===== config.mk =====
export PLATFORM = sky130hd
export DESIGN_NAME = elastic_stage_register_flat
export DESIGN_NICKNAME = d
export VERILOG_FILES = /design/src/rtl/elastic_stage_register_pkg.sv /design/src/rtl/elastic_stage_register_if.sv /design/src/rtl/elastic_stage_register_slice.sv /design/src/rtl/elastic_stage_register.sv /design/src/flat_wrapper.sv
export SDC_FILE = /design/constraint.sdc
export NUM_CORES = 1
export LEC_CHECK = 0
export ABC_AREA = 1
export CORE_AREA = 2 2 138 140
export DETAILED_ROUTE_END_ITERATION = 10
export DIE_AREA = 0 0 140 142
export PLACE_DENSITY = 0.84
export SYNTH_ARGS = -nofsm -noshare
export SYNTH_HDL_FRONTEND = slang
export SYNTH_SLANG_ARGS = --single-unit

===== constraint.sdc =====
create_clock -name clk -period 2.45 [get_ports clk]
set_input_delay 0.49 -clock clk [delete_from_list [all_inputs] [get_ports clk]]
set_output_delay 0.49 -clock clk [all_outputs]
set_load 0.005 [all_outputs]

===== src/rtl/elastic_stage_register_pkg.sv =====
// Shared types and default bundle widths for the elastic pipeline-stage register.
package pipeline_pkg;

  typedef enum logic [1:0] {
    EMPTY = 2'd0,
    ONE   = 2'd1,
    TWO   = 2'd2
  } slice_state_e;

  localparam int ESR_MAX_STAGES = 4;

  // Memory -> writeback bundle widths, so stage wrappers can instantiate by name.
  localparam int MW_CTRL_W = 8;
  localparam int MW_DATA_W = 101;

  function automatic logic [1:0] slice_count(slice_state_e s);
    case (s)
      ONE:     return 2'd1;
      TWO:     return 2'd2;
      default: return 2'd0;
    endcase
  endfunction

endpackage


===== src/rtl/elastic_stage_register_if.sv =====
// valid/ready handshake bundle between two pipeline stages, upstream and downstream sides.
interface elastic_stage_register_if
  import pipeline_pkg::*;
#(
  parameter int CTRL_W = MW_CTRL_W,
  parameter int DATA_W = MW_DATA_W
);

  logic              in_valid;
  logic              in_ready;
  logic [CTRL_W-1:0] in_ctrl;
  logic [DATA_W-1:0] in_data;
  logic              out_valid;
  logic              out_ready;
  logic [CTRL_W-1:0] out_ctrl;
  logic [DATA_W-1:0] out_data;

  modport master (
    output in_valid, in_ctrl, in_data, out_ready,
    input  in_ready, out_valid, out_ctrl, out_data
  );

  modport slave (
    input  in_valid, in_ctrl, in_data, out_ready,
    output in_ready, out_valid, out_ctrl, out_data
  );

endinterface


===== src/rtl/elastic_stage_register_slice.sv =====
// One 2-entry skid slice: main register feeds downstream, skid absorbs one entry of back-pressure.
module elastic_stage_slice
  import pipeline_pkg::*;
#(
  parameter int CTRL_W = MW_CTRL_W,
  parameter int DATA_W = MW_DATA_W
) (
  input  logic              clk,
  input  logic              reset,
  input  logic              flush,
  input  logic              in_valid_i,
  output logic              in_ready_o,
  input  logic [CTRL_W-1:0] in_ctrl_i,
  input  logic [DATA_W-1:0] in_data_i,
  output logic              out_valid_o,
  input  logic              out_ready_i,
  output logic [CTRL_W-1:0] out_ctrl_o,
  output logic [DATA_W-1:0] out_data_o,
  output logic [1:0]        count_o
);

  slice_state_e      state_q, state_d;
  logic [CTRL_W-1:0] main_ctrl_q, main_ctrl_d, skid_ctrl_q, skid_ctrl_d;
  logic [DATA_W-1:0] main_data_q, main_data_d, skid_data_q, skid_data_d;
  logic              accept, pop;

  assign in_ready_o  = (state_q != TWO);
  assign out_valid_o = (state_q != EMPTY);
  assign out_ctrl_o  = out_valid_o ? main_ctrl_q : '0;
  assign out_data_o  = main_data_q;
  assign count_o     = slice_count(state_q);
  assign accept      = in_valid_i & in_ready_o;
  assign pop         = out_valid_o & out_ready_i;

  always_ff @(posedge clk or negedge reset) begin
    if (!reset) begin
      state_q     <= EMPTY;
      main_ctrl_q <= '0;
      main_data_q <= '0;
      skid_ctrl_q <= '0;
      skid_data_q <= '0;
    end else begin
      state_q     <= state_d;
      main_ctrl_q <= main_ctrl_d;
      main_data_q <= main_data_d;
      skid_ctrl_q <= skid_ctrl_d;
      skid_data_q <= skid_data_d;
    end
  end

  // Data registers keep their contents on flush so out_data holds its last value.
  always_comb begin
    state_d     = state_q;
    main_ctrl_d = main_ctrl_q;
    main_data_d = main_data_q;
    skid_ctrl_d = skid_ctrl_q;
    skid_data_d = skid_data_q;
    if (flush) begin
      state_d = EMPTY;
    end else begin
      case (state_q)
        EMPTY: begin
          if (accept) begin
            state_d     = ONE;
            main_ctrl_d = in_ctrl_i;
            main_data_d = in_data_i;
          end
        end
        ONE: begin
          if (accept && pop) begin
            main_ctrl_d = in_ctrl_i;
            main_data_d = in_data_i;
          end else if (accept) begin
            state_d     = TWO;
            skid_ctrl_d = in_ctrl_i;
            skid_data_d = in_data_i;
          end else if (pop) begin
            state_d = EMPTY;
          end
        end
        TWO: begin
          if (pop) begin
            state_d     = ONE;
            main_ctrl_d = skid_ctrl_q;
            main_data_d = skid_data_q;
          end
        end
        default: state_d = EMPTY;
      endcase
    end
  end

endmodule


===== src/rtl/elastic_stage_register.sv =====
// Flushable, back-pressure-aware pipeline register built from STAGES chained skid slices.
// Optional stall counter output enabled by defining ESR_STALL_CNT_EN.
module elastic_stage_register
  import pipeline_pkg::*;
#(
  parameter int CTRL_W = MW_CTRL_W,
  parameter int DATA_W = MW_DATA_W,
  parameter int STAGES = 1
) (
  input  logic                             clk,
  input  logic                             reset,
  input  logic                             flush,
  elastic_stage_register_if.slave          bus,
  output logic [$clog2(2*STAGES+1)-1:0]    occupancy
`ifdef ESR_STALL_CNT_EN
  ,
  output logic [31:0]                      stall_cycles
`endif
);

  localparam int OCC_W = $clog2(2*STAGES+1);

  logic [STAGES:0]   link_valid;
  logic [STAGES:0]   link_ready;
  logic [CTRL_W-1:0] link_ctrl [STAGES+1];
  logic [DATA_W-1:0] link_data [STAGES+1];
  logic [1:0]        slice_cnt [STAGES];
  logic [OCC_W-1:0]  occ_sum;

  assign link_valid[0]      = bus.in_valid;
  assign link_ctrl[0]       = bus.in_ctrl;
  assign link_data[0]       = bus.in_data;
  assign bus.in_ready       = link_ready[0];
  assign bus.out_valid      = link_valid[STAGES];
  assign bus.out_ctrl       = link_ctrl[STAGES];
  assign bus.out_data       = link_data[STAGES];
  assign link_ready[STAGES] = bus.out_ready;

  for (genvar g = 0; g < STAGES; g++) begin : g_slice
    elastic_stage_slice #(
      .CTRL_W (CTRL_W),
      .DATA_W (DATA_W)
    ) u_slice (
      .clk         (clk),
      .reset       (reset),
      .flush       (flush),
      .in_valid_i  (link_valid[g]),
      .in_ready_o  (link_ready[g]),
      .in_ctrl_i   (link_ctrl[g]),
      .in_data_i   (link_data[g]),
      .out_valid_o (link_valid[g+1]),
      .out_ready_i (link_ready[g+1]),
      .out_ctrl_o  (link_ctrl[g+1]),
      .out_data_o  (link_data[g+1]),
      .count_o     (slice_cnt[g])
    );
  end

  always_comb begin
    occ_sum = '0;
    for (int i = 0; i < STAGES; i++) begin
      occ_sum = occ_sum + OCC_W'(slice_cnt[i]);
    end
  end

  assign occupancy = occ_sum;

`ifdef ESR_STALL_CNT_EN
  logic [31:0] stall_q, stall_d;

  // Saturating count of cycles where downstream holds off a presented entry; flush leaves it alone.
  always_comb begin
    stall_d = stall_q;
    if (bus.out_valid && !bus.out_ready && (stall_q != 32'hFFFF_FFFF)) begin
      stall_d = stall_q + 32'd1;
    end
  end

  always_ff @(posedge clk or negedge reset) begin
    if (!reset) begin
      stall_q <= '0;
    end else begin
      stall_q <= stall_d;
    end
  end

  assign stall_cycles = stall_q;
`endif

endmodule

===== src/flat_wrapper.sv =====
// flat-port wrapper written by rule: the top's interface ports become plain ports
module elastic_stage_register_flat import pipeline_pkg::*;
#(
  parameter int CTRL_W = MW_CTRL_W,
  parameter int DATA_W = MW_DATA_W,
  parameter int STAGES = 1
)
  (clk, reset, flush, occupancy, bus_in_valid, bus_in_ctrl, bus_in_data, bus_out_ready, bus_in_ready, bus_out_valid, bus_out_ctrl, bus_out_data);
  elastic_stage_register_if #(.CTRL_W(CTRL_W), .DATA_W(DATA_W)) bus_i ();
  input  logic clk;
  input  logic reset;
  input  logic flush;
  output logic [$clog2(2*STAGES+1)-1:0] occupancy;
  input wire logic [$bits(bus_i.in_valid)-1:0] bus_in_valid;
  input wire logic [$bits(bus_i.in_ctrl)-1:0] bus_in_ctrl;
  input wire logic [$bits(bus_i.in_data)-1:0] bus_in_data;
  input wire logic [$bits(bus_i.out_ready)-1:0] bus_out_ready;
  output wire logic [$bits(bus_i.in_ready)-1:0] bus_in_ready;
  output wire logic [$bits(bus_i.out_valid)-1:0] bus_out_valid;
  output wire logic [$bits(bus_i.out_ctrl)-1:0] bus_out_ctrl;
  output wire logic [$bits(bus_i.out_data)-1:0] bus_out_data;
  assign bus_i.in_valid = bus_in_valid;
  assign bus_i.in_ctrl = bus_in_ctrl;
  assign bus_i.in_data = bus_in_data;
  assign bus_i.out_ready = bus_out_ready;
  assign bus_in_ready = bus_i.in_ready;
  assign bus_out_valid = bus_i.out_valid;
  assign bus_out_ctrl = bus_i.out_ctrl;
  assign bus_out_data = bus_i.out_data;
  elastic_stage_register #(.CTRL_W(CTRL_W), .DATA_W(DATA_W), .STAGES(STAGES)) u_core (.clk(clk), .reset(reset), .flush(flush), .bus(bus_i), .occupancy(occupancy));
endmodule

Word level (Yosys, flattened, before mapping)
Index checks and enable logic that the tools add are counted.
{"block": "word_totals", "latch_bits": 0, "register_bits": 220, "mem_bits_ro": 0, "mem_bits_rw": 0, "elab_cells": 43, "out_inout_bits": 113, "memories": 0, "in_bits": 114}
{"block": "op_classes", "n_reduce_logical": 7, "addsub": 0, "div": 0, "bitwise_logic": 4, "magnitude_cmp": 0, "shifts": 0, "n_eq_ne": 10, "n_mux": 17, "n_mul": 0}
{"cell": "$mux W101", "count": 3}
{"cell": "$pmux W101 S3", "count": 1}
{"cell": "$mux W8", "count": 4}
{"cell": "$pmux W8 S3", "count": 1}
{"cell": "$mux W2", "count": 6}
{"cell": "$ne A3 B3 Y1 const B", "count": 3}
{"cell": "$ne A2 B2 Y1 const B", "count": 4}
{"cell": "$reduce_and A4 Y1", "count": 2}
{"cell": "$pmux W2 S3", "count": 1}
{"cell": "$reduce_and A5 Y1", "count": 1}
{"cell": "$ne A4 B4 Y1 const B", "count": 1}
{"cell": "$pmux W2 S2", "count": 1}
{"cell": "$reduce_bool A3 Y1", "count": 1}
{"cell": "$and A1 B1 Y1", "count": 2}
{"cell": "$eq A2 B1 Y1 const B", "count": 1}
{"cell": "$eq A2 B2 Y1 const B", "count": 1}
{"cell": "$logic_not A2 Y1", "count": 1}
{"cell": "$not A1 Y1", "count": 2}
{"cell": "$reduce_bool A2 Y1", "count": 1}
{"cell": "$logic_and A1 B1 Y1", "count": 1}

Longest topological paths before layout
{"block": "depth", "depth_word": 7, "depth_mapped": 10, "mapped_depth_nobuf": 7}

Worst setup path before layout
OpenSTA, ideal clock, no wires.
{"block": "synth_path", "path_kind": "reg-to-output", "startpoint": "register u_core.g_slice[0].u_slice.state_q[0]", "endpoint": "output occupancy[1]", "slack_ps": 875, "t_arrival_ps": 1085, "t_required_ps": 1960, "path_stages_with_launch": 6, "n_path_buf": 2, "path_cell_list": "dfrtp_1 inv_1 nand2_1 inv_1 buf_2 clkbuf_1"}
{"block": "synth_via", "elab_chain_len": 2, "word_cells_on_any_way": 3, "classes_between": "eq/ne: 2; mux: 1"}
{"item": "start, declared", "line_no": "elastic_stage_register_slice.sv:22", "rtl": "slice_state_e state_q, state_d;"}
{"item": "start signal, assigned", "line_no": "elastic_stage_register_slice.sv:43", "rtl": "state_q <= state_d;"}
{"item": "$eq A2 B2 Y1 / $eq A2 B1 Y1 (equally long branches)", "line_no": "elastic_stage_register_pkg.sv:17", "rtl": "case (s)"}
{"item": "$pmux W2 S2 (*)", "line_no": "elastic_stage_register_pkg.sv:17"}
{"item": "end, declared", "line_no": "flat_wrapper.sv:13", "rtl": "output logic [$clog2(2*STAGES+1)-1:0] occupancy;"}
Mark *: on every way between the ends. The rest lies on a longest branch, timed or not.

Worst setup path in the final report
Ends and elaborated chain as after synthesis.

==> flow_summary_export.csv <==
group,metric,value,unit
worst_setup_path,slowest_delay,0.58,ns
synthesis,async_flop_share,100,%
clocking,clock_latency,0.51,ns
die,core_area,18500,sq um
power,powerDensity,940,nW/um^2
sta,finalCritPeriodShare,98.6,%
synthesis,synth_cell_types,16,
sta,max_freq,414,MHz
sta,rsz0062_at_grt,"yes",
grt,grt_pass1_wl,41.4,mm
worst_setup_path,required,1.96,ns
synthesis,synth_compound_area_share,17.1,%
flow_run,maxCapViolCount,0,
status,violations,"design-rule violations, negative hold slack",
synthesis,syn_area,9780,sq um
routing,drc,12,
synthesis,synth-edff-count,0,
worst_setup_path,crit_path_top_delay_cell,"clkdlybuf4s50_1",
finish,postLayoutCoreUtil,71.2,%
synthesis,ys_warn_count,0,
grt,grt_max_degree,219,
die,fp.dieH,142,um
routing,wirelength,25.1,mm
sta,slew_headroom,28.3,%
sta,tightest_slew,1.08,ns
clocking,clock_path_buffers,3,
routing,wl_per_cell,15.1,um
routing,viasPerCell,5.28,
routing,drt_iter0_drc,604,
finish,drive_gt1_share,4.97,%
grt,grt_antenna_before_repair,0,
sta,hold_slack,-0.0327,ns
synthesis,ys_seq_elements,220,
finish,fillers,1377,
synthesis,avgSynthCellArea,8.01,sq um
synthesis,synth_xor_area_share,0,%
sta,tns,0,ns
placement,portBuffers,226,
synthesis,synth_fp_nets,1335,
routing,vias,8783,
clocking,cts_root_buf,"clkbuf_16",
clocking,clk_pin_slew,0.06,ns
synthesis,synth_top_cell_area_share,56.3,%
routing,firstDrtPassIters,11,
worst_setup_path,crit_path_start_kind,"flop",
synthesis,seq_area_frac_synth,56.3,%
placement,place_area,12300,sq um
clocking,htreeDepth,1,
worst_setup_path,path_max_fanout,5,
worst_setup_path,critPathBufInv,3,
worst_setup_path,crit_chain,"inv_1, nand2_2, inv_6, clkdlybuf4s50_1",
clocking,cts_hold_buffers,0,
finish,num_antenna_cells,0,
synthesis,synthFlopType,"dfrtp_1",
die,start_util,53.0,%
finish,syn_to_final_growth,34.3,%
die,ios,227,
sta,setup_violations,0,
synthesis,synth.most_common_cell,"nand2_1",
power,ir_drop,0.656,mV
grt,grt_use_total,25.2,%
worst_setup_path,critPathTopFamily,"buffers and inverters",
clocking,numCtsBuffers,24,
worst_setup_path,endpoint_kind,"primary output",
synthesis,synthTopCellsByCount,"nand2_1, o21ai_0, dfrtp_1",
sta,finalClockSkew,0.0115,ns
die,die-width,140,um
clocking,cts.sinks,220,
die,rows,50,
worst_setup_path,critPathKind,"reg -> out",
finish,design_area,13100,sq um
synthesis,synth_top_family_by_area,"simple AND/OR/NAND/NOR gates",
status,status,"finished, violations left",
die,die_area,19900,sq um
clocking,cts_tree,"yes",
sta,final-max-slew-violation-count,0,
finish,layout.nets,1526,
synthesis,synthSimpleGateAreaFrac,17.9,%
min_path,hold_path.class,"in -> async",
sta,hold_viol,8,
sta,fin_crit,2.42,ns
synthesis,yosys.area_share.adder,0,%
synthesis,synth.area.top_cells,"dfrtp_1, nand2_1, o21ai_0",
worst_setup_path,cp.arrival,1.93,ns
routing,ant_nets,0,
grt,grt_overflow,0,
synthesis,synth_largest_area_cell,"dfrtp_1",
placement,place_hpwl,16.0,mm
synthesis,synthCells,1221,
grt,grt_pass1_vias,8569,
placement,place.gp.congestion,0.824,
synthesis,synth_mux_area_share,0,%
power,p_leak,6.34,nW
where the power goes:
group	leakage, nW	internal (W)	total [W]	switching [W]
Combinational	3.17	0.00161	0.00305	0.00144
Sequential	2.75	0.00485	0.00551	0.000666
Clock	0.415	0.00233	0.00377	0.00144
Total	6.34	0.00879	0.0123	0.00355
path summary, 6_finish.rpt:
kind / start / end / slack (ns) / cells after the start
worst min register to register: u_core.g_slice[0].u_slice.skid_data_q[62] / u_core.g_slice[0].u_slice.skid_data_q[62] / 0.49 / 2
worst max register to register: u_core.g_slice[0].u_slice.state_q[0] / u_core.g_slice[0].u_slice.main_ctrl_q[5] / 0.30 / 7
max in group asynchronous: reset / u_core.g_slice[0].u_slice.skid_data_q[53] / 1.79 / 2
min in group clk: u_core.g_slice[0].u_slice.skid_data_q[62] / u_core.g_slice[0].u_slice.skid_data_q[62] / 0.49 / 2
worst max-delay path: u_core.g_slice[0].u_slice.state_q[0] / occupancy[1] / 0.03 / 4
worst min-delay path: reset / u_core.g_slice[0].u_slice.out_data_o[17] / -0.03 / 1
flip-flops by register name (all words and copies together), names as in the netlist:
register and flops:
u_core.g_slice.u_slice.skid_data_q 101, u_core.g_slice.u_slice.out_data_o 101, u_core.g_slice.u_slice.skid_ctrl_q 8, u_core.g_slice.u_slice.main_ctrl_q 8, u_core.g_slice.u_slice.state_q 2
layer usage:
layer	up-vias	routed length, um	global-route usage (%)
met2	279	12500	44.2
met3	68	1460	3.87
li1	4221	-	-
met4	0	949	9.57
met5	-	0	0
met1	4215	10200	32.1
cell type report:
type	instances	area [sq um]	area share, %
clock buffer	34	709	5.40
sequential	220	5510	41.9
multi-input combinational	793	3450	26.3
clock inverter	10	131	1.00
tap	234	293	2.23
inverter	124	470	3.58
timing repair buffer	249	2580	19.6
timing repair:
action                     4_1_cts  5_1_grt
setup buffers                    0        0
resized for setup                3        0
setup endpoints to repair        9        1
cell usage in the layout (no fill, tap or decap), drive strengths merged:
cell type / n
nand2: 448
buf: 24
o31ai: 1
o21ai: 329
clkinvlp: 1
inv: 125
nand4: 1
dfrtp: 220
clkdlybuf4s50: 225
o211ai: 1
clkbuf: 34
bufinv: 3
nor2: 11
clkinv: 5
a21oi: 2
kinds of logic after synthesis:
family                 after synthesis
buffers and inverters              208
AO/OA/AOI/OAI                      333
AND/OR/NAND/NOR                    460
flip-flops                         220
through the flow:
stage,worst slack [ns],power [W],cells
5_1_grt,-0.0115,0.0131,1664
4_1_cts,0.0363,0.0124,1664
3_3_place_gp,0.179,0.00842,1620
6_report,0.0335,0.0123,1664
2_1_floorplan,0.875,0.00678,1221
3_5_place_dp,0.115,0.00860,1620
Power figures use the tool's default switching activity.
